File: src/rtl/qed_dup_ctrl.sv
// QED mode sequencer: counts originals, flips the QED block into duplicate mode,
// counts replayed duplicates and pulses qed_check when a full block has issued.
//
// state    | meaning
// ---------+------------------------------------------------------------
// ST_ORIG  | accepting originals from fetch, exec_dup=0
// ST_DUP   | replaying duplicates from the QED i-cache, exec_dup=1
// ST_CHECK | one-cycle block-complete pulse, counters still show the block
module qed_dup_ctrl #(
   parameter int DEPTH = 16,
   parameter int CNT_W = 5
) (
   input  logic             clk,
   input  logic             rst,
   input  logic             ena,
   input  logic             stall_IF,
   input  logic             inst_vld,
   input  logic             dup_vld,
   input  logic             force_dup,
   output logic             exec_dup,
   output logic             qed_check,
   output logic [CNT_W-1:0] orig_cnt,
   output logic [CNT_W-1:0] dup_cnt,
   output logic             err
);

   typedef enum logic [1:0] {
      ST_ORIG  = 2'd0,
      ST_DUP   = 2'd1,
      ST_CHECK = 2'd2
   } state_t;

   state_t           state_q, state_d;
   logic [CNT_W-1:0] orig_cnt_q, orig_cnt_d;
   logic [CNT_W-1:0] dup_cnt_q, dup_cnt_d;
   logic [CNT_W-1:0] orig_inc, dup_inc;
   logic             exec_dup_q, exec_dup_d;
   logic             qed_check_q, qed_check_d;
   logic             err_q, err_d;
   logic             orig_acc, dup_acc;

   always_comb begin
      orig_acc    = (state_q == ST_ORIG) && ena && inst_vld && !stall_IF;
      dup_acc     = (state_q == ST_DUP) && dup_vld && !stall_IF;
      orig_inc    = orig_cnt_q + {{(CNT_W-1){1'b0}}, orig_acc};
      dup_inc     = dup_cnt_q + {{(CNT_W-1){1'b0}}, dup_acc};
      state_d     = state_q;
      orig_cnt_d  = orig_cnt_q;
      dup_cnt_d   = dup_cnt_q;
      err_d       = err_q;
      unique case (state_q)
         ST_ORIG: begin
            orig_cnt_d = orig_inc;
            // a stalled fetch freezes the block, including an early close request
            if (!stall_IF && ((orig_inc == CNT_W'(DEPTH)) ||
                              (force_dup && ena && (orig_inc != '0))))
               state_d = ST_DUP;
         end
         ST_DUP: begin
            dup_cnt_d = dup_inc;
            if (dup_acc && (dup_inc == orig_cnt_q))
               state_d = ST_CHECK;
            if (!dup_vld && !stall_IF)
               err_d = 1'b1;
         end
         ST_CHECK: begin
            state_d    = ST_ORIG;
            orig_cnt_d = '0;
            dup_cnt_d  = '0;
         end
         default: begin
            state_d    = ST_ORIG;
            orig_cnt_d = '0;
            dup_cnt_d  = '0;
         end
      endcase
      exec_dup_d  = (state_d == ST_DUP);
      qed_check_d = (state_d == ST_CHECK);
   end

   always_ff @(posedge clk) begin
      if (rst) begin
         state_q     <= ST_ORIG;
         orig_cnt_q  <= '0;
         dup_cnt_q   <= '0;
         exec_dup_q  <= 1'b0;
         qed_check_q <= 1'b0;
         err_q       <= 1'b0;
      end else begin
         state_q     <= state_d;
         orig_cnt_q  <= orig_cnt_d;
         dup_cnt_q   <= dup_cnt_d;
         exec_dup_q  <= exec_dup_d;
         qed_check_q <= qed_check_d;
         err_q       <= err_d;
      end
   end

   assign exec_dup  = exec_dup_q;
   assign qed_check = qed_check_q;
   assign orig_cnt  = orig_cnt_q;
   assign dup_cnt   = dup_cnt_q;
   assign err       = err_q;

endmodule

File: config.mk
export PLATFORM = sky130hd
export DESIGN_NAME = qed_dup_ctrl
export DESIGN_NICKNAME = d
export VERILOG_FILES = /design/src/rtl/qed_dup_ctrl.sv
export SDC_FILE = /design/constraint.sdc
export NUM_CORES = 1
export LEC_CHECK = 0
export ABC_AREA = 1
export ABC_CLOCK_PERIOD_IN_PS = 2900
export BUFFER_PORTS_ARGS = -buffer_cell sky130_fd_sc_hd__buf_2
export CAP_MARGIN = 20
export CORE_UTILIZATION = 51
export DETAILED_ROUTE_END_ITERATION = 10
export PLACE_DENSITY_LB_ADDON = 0.15
export SLEW_MARGIN = 20
export SYNTH_ARGS = -nofsm -noshare
export SYNTH_HDL_FRONTEND = slang
export SYNTH_SLANG_ARGS = --single-unit
File: constraint.sdc
create_clock -name clk -period 2.9 [get_ports clk]
set_clock_uncertainty 0.2 [all_clocks]
set_input_delay 0.435 -clock clk [delete_from_list [all_inputs] [get_ports clk]]
set_output_delay 0.435 -clock clk [all_outputs]
set_load 0.005 [all_outputs]
==> implementation parameters, run 1 <==
Parameter                              Value

Critical path
  Path type of the worst setup path ... reg -> reg
  Critical path startpoint ... state_q[1]
  Startpoint of the worst-slack reg-to-reg timing path ... state_q[1]
  Endpoint class of the critical path ... register
  Critical path data arrival time ... roughly 2.4 ns
  Required time reported for the critical path endpoint ... ~2.9 ns
  Startpoint type of the worst setup path ... register
  Largest fanout on the critical path ... 9

STA
  Fin crit period ... between 2 and 2.5 ns
  Hold Worst Slack ... ~0.27 ns
  Total negative setup slack ... 0 ns
  Worst slew margin ... between 80% and 90%
  Share of the clock period used by the worst path ... slightly above 80%
  FMAX ... between 0.4 and 0.5 GHz
  Final Hold Viols ... 0
  Max-slew violations ... 0
  Count of final setup violators ... 0
  Least-Margin Pin Slew ... a little under 0.3 ns
  RSZ-0062 raised after global routing ... false

Flow run
  Max cap viols ... 0

Drt
  Number of vias per cell after detailed routing ... 5.18
  Violation count after the first detailed-route iteration ... 31
  Count of unresolved DRC violations after routing ... 0
  Detailed-router iteration count before antenna repair ... 4
  Post-DR wirelength/cell ... 11.2 µm
  Routed vias ... approximately 800
  Routed Wire Length ... ~1700 µm
  Residual antenna-violating net count after detailed routing ... 0

Clock network
  Hold-fix buffers at CTS ... 0
  Number of sinks handled by clock tree synthesis ... 15
  H-tree level count ... 1
  CTS clk-pin slew, worst paths ... 0.09 ns
  Buffer levels on the longest clock path ... 2
  Root buf cell ... sky130_fd_sc_hd__clkbuf_4
  Number of buffers added for setup after CTS ... 0
  CTS buffer count ... 3
  Number of instances resized during post-cts repair ... 0
  Insertion delay of the later-clocked pin in the worst-skew pair ... about 0.28 ns
  Clock tree from TritonCTS ... built

Floorplan
  Die width ... between 40 and 50 µm
  Area of the core ... 1520 µm²
  Initial Util ... between 50% and 60%
  Std cell rows ... 14
  Full die area ... about 1800 µm²
  Height of the chip ... 42.5 µm
  # IOs ... 20

GRT
  Vias in the first global route ... 712
  Wire length of the first global-routing pass ... between 2000 and 3000 µm
  Maximum number of pins on one net before global-route repair ... 16
  Sum of overflow across all layers after global routing ... 0
  Antenna violations before repair ... 0
  Global router's overall resource usage ... 21.5%

Synthesis
  Syn Std Cell Area ... 836 µm²
  Register bit total from synthesis ... 15
  Cell count after synthesis ... 116
  Avg Cell Area, Syn ... just over 7 µm²
  Yosys warning total ... 0
  Net count after synthesis ... 127
  Count of different cell masters after synthesis ... 19
  Sequential area share after synthesis ... a little over a third

Power
  Leakage power of the design ... between 0.4 and 0.5 nW
  Cell Pwr Density ... 403 nW/µm²
  Largest voltage drop on the vdd net ... ~0.00034 V

Placement
  HPWL after detailed placement ... 1290 µm
  # port buffers ... 19
  Gpl congestion ... between 0.7 and 0.8

Final layout
  Fraction of final layout cells sized beyond drive strength 1 ... 21.7%
  Number of filler instances in the final layout ... 150
  Commonest cells after routing, fill and taps aside ... sky130_fd_sc_hd__nand2_1, sky130_fd_sc_hd__buf_2, sky130_fd_sc_hd__dfxtp_1
  Most common library cell in the layout ignoring fill and taps ... sky130_fd_sc_hd__nand2_1
  Total Nets Final ... 150
  Post-layout utilization of the core ... 63.4%
  Antenna diodes ... 0
  Layout-stage area growth over the synthesis result ... 15.6%

Worst hold path
  Launch instance of the worst min-delay path ... err
  Type of the worst min-delay path ... reg -> reg

Outcome
  Outcome ... complete, no violations
[worst max-delay path, cell delays in order, from the launching register on]
cell                      delay [ns]
sky130_fd_sc_hd__dfxtp_1        0.36
sky130_fd_sc_hd__nor2_4         0.23
sky130_fd_sc_hd__inv_1          0.10
sky130_fd_sc_hd__nor2_1         0.13
sky130_fd_sc_hd__and3_1         0.16
sky130_fd_sc_hd__ha_1           0.17
sky130_fd_sc_hd__ha_1           0.24
sky130_fd_sc_hd__or2_1          0.21
sky130_fd_sc_hd__nor2_1         0.15
sky130_fd_sc_hd__nand2_1        0.07
sky130_fd_sc_hd__nand2_1        0.07
sky130_fd_sc_hd__nand3_1        0.09
sky130_fd_sc_hd__a21oi_1        0.15
[worst paths after layout]
path | end | slack (ns) | cells past startpoint
hold reg to reg | err | 0.27 | 2
setup reg to reg | state_q[0] | 0.52 | 12
hold / removal | err | 0.27 | 2
setup / recovery | state_q[0] | 0.52 | 12
[metal layers]
metal	wire length (µm)	GRT usage, %	up-vias
met5	0	0	-
met4	9	10.6	0
met3	84	6.47	2
met2	840	35.7	21
met1	793	24.7	355
li1	-	-	419
[cells in the mapped netlist (all sizes together)]
| cell type | instances | area share (%) |
|---|---|---|
| nand2 | 33 | 15 |
| xor2 | 3 | 3.1 |
| nor3 | 2 | 1.2 |
| or2 | 3 | 2.2 |
| inv | 14 | 6.3 |
| buf | 1 | 0.60 |
| a21oi | 13 | 7.8 |
| nor2 | 7 | 4.9 |
| ha | 4 | 6.0 |
| o21bai | 1 | 1.3 |
| xnor2 | 1 | 1.0 |
| clkbuf | 1 | 1.6 |
| nand4 | 2 | 1.5 |
| and3 | 1 | 0.75 |
| dfxtp | 15 | 36 |
| nand3 | 15 | 11 |
[power breakdown]
| group | internal (mW) | leakage (nW) | total [mW] | switching (mW) |
|---|---|---|---|---|
| registers | 0.211 | 0.121 | 0.216 | 0.00489 |
| clock network | 0.0534 | 0.0150 | 0.120 | 0.0667 |
| logic | 0.0214 | 0.332 | 0.0527 | 0.0313 |
[stage by stage]
step	setup slack (ns)	cells	area, µm²	total power [mW]
floorplan	0.786	116	836	0.256
global placement	0.659	150	940	0.272
detailed placement	0.544	150	940	0.273
CTS	0.521	154	966	0.394
global route	0.261	154	966	0.409
finish	0.517	154	966	0.389
[final cells by class]
type	instances	area, µm²	area share (%)
timing repair buffer	20	103	10.6
clock buffer	4	26.3	2.72
sequential	15	300	31.1
multi-input combinational	85	464	48.1
inverter	14	52.6	5.44
tap	16	20.0	2.07
[cell families (layout without fill, tap and decap cells)]
kind of cell	after synthesis	count (layout)	synth area share (%)
flip-flops	15	15	35.9
AO/OA/AOI/OAI	14	14	9.13
adder cells (fa/ha/maj)	4	4	5.99
XOR/XNOR	4	4	4.19
buffers and inverters	16	38	8.53
AND/OR/NAND/NOR	63	63	36.2
[registers in the layout, summed over array words and instances, names as in the netlist]
| name | cells |
|---|---|
| dup_cnt | 5 |
| err | 1 |
| exec_dup | 1 |
| orig_cnt | 5 |
| qed_check | 1 |
| state_q | 2 |
No activity file was read; power rests on OpenSTA's default activity.
==> run 2, diff against run 1 <==
Settings changed: ABC_CLOCK_PERIOD_IN_PS 2900 to 2029, CORE_UTILIZATION 51 to 46.
Clock period 2.9 ns to 2.03 ns, I/O delays scaled along.
==> run 2 against run 1 <==
Against the previous run:
- the flow now finishes with violations (setup timing)
- flip-flop and latch count unchanged
- sequential share of layout area down 3.9 points
- cell count up 11%
- worst hold slack worse by 0.11 ns
- total power up 52%
- non-clock buffer count up 8
- clock-buffer cell count down 1
- largest power group unchanged
==> implementation parameters, run 2 (same netlist as run 1, synthesis figures left out) <==
Parameter                              Value

Outcome
  Outcome ... complete, but fails checks
  Failing checks ... setup timing

Drt
  Detailed-router iteration count before antenna repair ... 4 (unchanged)
  Routed vias ... 861 (+8.0%)
  Routed Wire Length ... 2080 µm (+20%)
  Count of unresolved DRC violations after routing ... 0 (unchanged)
  Post-DR wirelength/cell ... 12.2 µm (+8.3%)
  Number of vias per cell after detailed routing ... 5.04 (-2.7%)
  Residual antenna-violating net count after detailed routing ... 0 (unchanged)
  Violation count after the first detailed-route iteration ... 21 (-32%)

Placement
  HPWL after detailed placement ... 1320 µm (+2.7%)
  Placed Instances ... 164 (+9.3%)
  Gpl congestion ... 0.810 (+4.9%)
  # port buffers ... 19 (unchanged)

Critical path
  Path type of the worst setup path ... reg -> reg
  Startpoint of the worst-slack reg-to-reg timing path ... state_q[1]
  Startpoint type of the worst setup path ... register
  Critical path data arrival time ... 2.21 ns (-0.19 ns)
  CP peak stage delay ... 0.38 ns (+0.02 ns)
  Endpoint class of the critical path ... register
  Required time reported for the critical path endpoint ... 2.05 ns (-0.87 ns)
  Critical path startpoint ... state_q[1]
  Depth of the worst register-to-register path ... 12 (unchanged)
  Largest fanout on the critical path ... 2 (-7)
  Worst Setup EP ... exec_dup
  Worst r2r dst ... exec_dup
  Cell chain of the critical path ... nor2_4, inv_2, nor2_4, and3_4, ha_4, ha_4, or2_1, nor2_2, nand2_1, nand2_1, nand3_2, a21oi_2
  Reg-to-reg slack, setup ... -0.16 ns (-0.67 ns)
  Library cell contributing the largest single delay on the critical path ... sky130_fd_sc_hd__dfxtp_4

GRT
  Antenna violations before repair ... 0 (unchanged)
  Wire length of the first global-routing pass ... 3220 µm (+10%)
  Global router's overall resource usage ... 22.1% (+0.61 points)
  Sum of overflow across all layers after global routing ... 0 (unchanged)
  Maximum number of pins on one net before global-route repair ... 16 (unchanged)
  Vias in the first global route ... 776 (+9.0%)

Floorplan
  Std cell rows ... 15 (+1)
  Area of the core ... 1710 µm² (+12%)
  Die width ... 44.6 µm (+5.0%)
  Height of the chip ... 44.6 µm (+5.0%)
  Initial Util ... 48.9% (-5.9 points)
  # IOs ... 20 (unchanged)
  Full die area ... 1990 µm² (+10%)

STA
  Final Hold Viols ... 0 (unchanged)
  Min setup slack post-route ... -0.157 ns (-0.674 ns)
  Worst slew margin ... 78.3% (-1.8 points)
  Share of the clock period used by the worst path ... 108% (+26 points)
  FMAX ... 0.457 GHz (+9.0%)
  Least-Margin Pin Slew ... 0.325 ns (+0.0273 ns)
  Total negative setup slack ... -0.304 ns (-0.304 ns)
  RSZ-0062 raised after global routing ... true
  Count of final setup violators ... 2 (+2)
  Hold Worst Slack ... 0.156 ns (-0.115 ns)
  Fin crit period ... 2.19 ns (-0.196 ns)
  Max-slew violations ... 0 (unchanged)

Worst hold path
  Cells on Worst Hold Path ... 4 (+2)
  Type of the worst min-delay path ... in -> reg

Final layout
  Layout Cells excl Fill ... 171 (+11%)
  Total Nets Final ... 158 (+5.3%)
  Most common library cell in the layout ignoring fill and taps ... sky130_fd_sc_hd__nand2_1
  Post-layout utilization of the core ... 65.6% (+2.3 points)
  Commonest cells after routing, fill and taps aside ... sky130_fd_sc_hd__nand2_1, sky130_fd_sc_hd__buf_2, sky130_fd_sc_hd__dfxtp_1
  Antenna diodes ... 0 (unchanged)
  Fraction of final layout cells sized beyond drive strength 1 ... 37.0% (+15 points)
  Layout-stage area growth over the synthesis result ... 34.1%

Power
  Largest voltage drop on the vdd net ... 0.000301 V (-11%)
  Cell Pwr Density ... 528 nW/µm² (+31%)
  Leakage power of the design ... 0.499 nW (+6.7%)
  PnR Total Power ... 592 µW (+52%)

Clock network
  H-tree level count ... 1 (unchanged)
  Root buf cell ... sky130_fd_sc_hd__clkbuf_4
  Insertion delay of the later-clocked pin in the worst-skew pair ... 0.29 ns (about the same)
  Buffer levels on the longest clock path ... 2 (unchanged)
  CTS buffer count ... 3 (unchanged)
  Number of sinks handled by clock tree synthesis ... 15 (unchanged)
  CTS clk-pin slew, worst paths ... 0.10 ns (about the same)
  Hold-fix buffers at CTS ... 0 (unchanged)
  Clock tree from TritonCTS ... built

Flow run
  Max cap viols ... 0 (unchanged)
run 2: cell count changes in the layout (fill, tap and decap cells not counted), moves of 2 or more:
cell	change
sky130_fd_sc_hd__a21oi_1	-2
sky130_fd_sc_hd__a21oi_2	+2
sky130_fd_sc_hd__ha_1	-4
sky130_fd_sc_hd__nor2_1	-2
sky130_fd_sc_hd__dfxtp_1	-2
sky130_fd_sc_hd__buf_4	+8
sky130_fd_sc_hd__ha_4	+3
run 2: cell type report:
class                           instances  area [µm²]
Fill cell                             146         587
Tap cell                               25        31.3
Clock inverter                          1        5.00
Multi-Input combinational cell         85         542
Clock buffer                            3        22.5
Inverter                               14        52.6
Sequential cell                        15         305
Timing Repair Buffer                   28         163
run 2: routing by layer:
metal | GRT usage, % | wire (µm) | up-vias
li1 | - | - | 436
met4 | 12.7 | 87 | 0
met2 | 34.4 | 987 | 39
met5 | 0 | 0 | -
met1 | 28.1 | 912 | 369
met3 | 4.49 | 90 | 17
run 2: how the worst min path moves through the flow:
stage | from | endpoint | slack (ns)
6_report | dup_vld | err | 0.16
5_1_grt | rst | state_q[0] | 0.20
4_1_cts | dup_vld | err | 0.16
3_5_place_dp | err | err | 0.26
3_3_place_gp | err | err | 0.25
2_1_floorplan | rst | state_q[0] | 0.17
run 2: stage by stage:
stage          setup slack, ns  area [µm²]
3_5_place_dp           -0.0857        1010
4_1_cts                -0.0674        1090
6_report                -0.157        1120
5_1_grt                 -0.251        1120
2_1_floorplan          -0.0323         853
3_3_place_gp           -0.0522        1010
run 2: repair_timing:
action / 4_1_cts / 5_1_grt
gates resized for setup: 8 / 6
pin swaps: 6 / 5
buffers inserted: 3 / 0
setup endpoints to repair: 2 / 6
run 2: where the power goes:
part | switching [mW] | internal [mW]
registers | 0.00794 | 0.301
clock network | 0.104 | 0.0732
logic | 0.0592 | 0.0472
total | 0.171 | 0.421
run 2: worst max-delay path, delay by kind of cell (launching register included):
kind                     cells  cell delay [ns]
flip-flops                   1             0.38
adder cells (fa/ha/maj)      2             0.33
AND/OR/NAND/NOR              8             0.98
buffers and inverters        1             0.06
AO/OA/AOI/OAI                1             0.17
==> run 3, diff against run 2 <==
Settings changed: PLACE_DENSITY set to 0.76, PLACE_DENSITY_LB_ADDON 0.15 to not set.
==> run 3 against run 2 <==
Against the previous run:
- the run still ends with setup timing left
- core utilization grew 3.9 points
- combinational power is essentially flat
- global-route usage is essentially flat
- critical endpoint unchanged
==> implementation parameters, run 3 (same netlist as run 1, synthesis figures left out) <==
Parameter                              Value

Worst hold path
  Type of the worst min-delay path ... in -> reg

Drt
  Residual antenna-violating net count after detailed routing ... 0 (unchanged)
  Violation count after the first detailed-route iteration ... 14 (-33%)
  Number of vias per cell after detailed routing ... 5.06 (+0.56%)
  Count of unresolved DRC violations after routing ... 0 (unchanged)
  Routed Wire Length ... 2050 µm (-1.4%)
  Routed vias ... 881 (+2.3%)
  Detailed-router iteration count before antenna repair ... 4 (unchanged)
  Post-DR wirelength/cell ... 11.8 µm (-3.1%)

Final layout
  Fraction of final layout cells sized beyond drive strength 1 ... 39.6% (+2.6 points)
  Commonest cells after routing, fill and taps aside ... sky130_fd_sc_hd__nand2_1, sky130_fd_sc_hd__buf_2, sky130_fd_sc_hd__dfxtp_1
  Most common library cell in the layout ignoring fill and taps ... sky130_fd_sc_hd__nand2_1
  Antenna diodes ... 0 (unchanged)
  Total Nets Final ... 161 (+1.9%)
  Layout-stage area growth over the synthesis result ... 42.1%
  Post-layout utilization of the core ... 69.5% (+3.9 points)

Outcome
  Failing checks ... setup timing
  Outcome ... complete, but fails checks

GRT
  Met1 layer usage reported by global route ... 27.5% (-0.63 points)
  Met2 capacity usage during global routing ... 36.8% (+2.4 points)
  Met3 usage ... 3.67% (-0.82 points)
  Global router's overall resource usage ... 22.1% (+0.047 points)
  Antenna violations before repair ... 0 (unchanged)
  Sum of overflow across all layers after global routing ... 0 (unchanged)
  Vias in the first global route ... 776 (unchanged)
  Wire length of the first global-routing pass ... 3200 µm (-0.44%)
  Maximum number of pins on one net before global-route repair ... 16 (unchanged)
  Most crowded layer after global routing ... met2

Floorplan
  Die width ... 44.6 µm (unchanged)
  Std cell rows ... 15 (unchanged)
  # IOs ... 20 (unchanged)
  Initial Util ... 48.9% (unchanged)
  Height of the chip ... 44.6 µm (unchanged)
  Area of the core ... 1710 µm² (unchanged)
  Full die area ... 1990 µm² (unchanged)

STA
  FMAX ... 0.467 GHz (+2.0%)
  RSZ-0062 raised after global routing ... true
  Min setup slack post-route ... -0.113 ns (+0.0434 ns)
  Final Hold Viols ... 0 (unchanged)
  Max-slew violations ... 0 (unchanged)
  Worst slew margin ... 74.9% (-3.5 points)
  Share of the clock period used by the worst path ... 106% (-2.1 points)
  Count of final setup violators ... 3 (+1)
  Least-Margin Pin Slew ... 0.376 ns (+0.0513 ns)
  Fin crit period ... 2.14 ns (-0.0434 ns)
  Hold Worst Slack ... 0.177 ns (+0.0212 ns)

Placement
  Gpl congestion ... 0.809 (-0.16%)
  HPWL after detailed placement ... 1350 µm (+2.0%)
  # port buffers ... 19 (unchanged)

Critical path
  Endpoint class of the critical path ... register
  Required time reported for the critical path endpoint ... 1.99 ns (-0.06 ns)
  Path type of the worst setup path ... reg -> reg
  Startpoint type of the worst setup path ... register
  Largest fanout on the critical path ... 3 (+1)
  Critical path data arrival time ... 2.10 ns (-0.11 ns)

Flow run
  Max cap viols ... 0 (unchanged)

Clock network
  CTS buffer count ... 3 (unchanged)
  Root buf cell ... sky130_fd_sc_hd__clkbuf_4
  H-tree level count ... 1 (unchanged)
  Buffer levels on the longest clock path ... 2 (unchanged)
  CTS clk-pin slew, worst paths ... 0.09 ns (about the same)
  Clock tree from TritonCTS ... built
  Insertion delay of the later-clocked pin in the worst-skew pair ... 0.28 ns (about the same)
  Hold-fix buffers at CTS ... 0 (unchanged)
  Number of sinks handled by clock tree synthesis ... 15 (unchanged)

Power
  Leakage power of the design ... 0.518 nW (+3.7%)
  Largest voltage drop on the vdd net ... 0.000353 V (+18%)
  Cell Pwr Density ... 491 nW/µm² (-7.0%)
==> run 3: cell count changes in the layout (fill, tap and decap cells not counted), moves of 2 or more <==
| cell | previous run | this run |
|---|---|---|
| sky130_fd_sc_hd__buf_4 | 9 | 12 |
| sky130_fd_sc_hd__nand3_1 | 11 | 9 |
| sky130_fd_sc_hd__nand3_4 | 0 | 2 |
| sky130_fd_sc_hd__nor2_2 | 1 | 3 |
==> run 3: final cells by class <==
cell class                      instances  area, µm²
Inverter                               14       52.6
Timing Repair Buffer                   31        185
Tap cell                               25       31.3
Multi-Input combinational cell         85        587
Sequential cell                        15        305
Fill cell                             131        520
Clock buffer                            4       26.3
==> run 3: final timing paths <==
check                           startpoint  cells past startpoint       end  slack (ns)
worst min register to register         err                      2       err        0.29
worst min-delay path               dup_vld                      4       err        0.18
worst max register to register  state_q[1]                     12  exec_dup       -0.11
worst max-delay path            state_q[1]                     12  exec_dup       -0.11
==> run 3: timing repair <==
item	CTS	global route
setup buffers	4	1
pin swaps	9	10
gates resized for setup	11	8
endpoints found under the setup margin	2	6
==> run 3: metrics by stage <==
step | TNS [ns] | cell area (µm²) | total power [mW] | worst slack, ns | instances
6_report | -0.270 | 1190 | 0.583 | -0.113 | 174
4_1_cts | -0.204 | 1130 | 0.582 | -0.101 | 173
3_5_place_dp | -0.221 | 1010 | 0.405 | -0.113 | 165
3_3_place_gp | -0.128 | 1010 | 0.403 | -0.0663 | 165
2_1_floorplan | -0.0592 | 853 | 0.368 | -0.0323 | 116
5_1_grt | -0.868 | 1190 | 0.620 | -0.235 | 174
==> run 3: metal layers <==
metal	wire length, µm	up-vias
li1	-	442
met1	834	399
met2	1070	33
met3	99	7
met4	47	0
met5	0	-
==> run 3: worst max-delay path, stage by stage (launching register included) <==
cell and delay, ns:
sky130_fd_sc_hd__dfxtp_4 0.36, sky130_fd_sc_hd__buf_4 0.13, sky130_fd_sc_hd__nor2_4 0.12, sky130_fd_sc_hd__nand3_2 0.11, sky130_fd_sc_hd__inv_2 0.09, sky130_fd_sc_hd__ha_4 0.14, sky130_fd_sc_hd__ha_4 0.20, sky130_fd_sc_hd__xnor2_2 0.14
sky130_fd_sc_hd__nand2_1 0.08, sky130_fd_sc_hd__nor2_2 0.12, sky130_fd_sc_hd__nand3_2 0.11, sky130_fd_sc_hd__o21bai_4 0.14, sky130_fd_sc_hd__a21oi_1 0.08
==> run 3: power breakdown <==
group          switching [mW]  total, mW  internal (mW)
sequential            0.00678      0.308          0.301
clock                  0.0910      0.167         0.0763
combinational          0.0573      0.108         0.0512
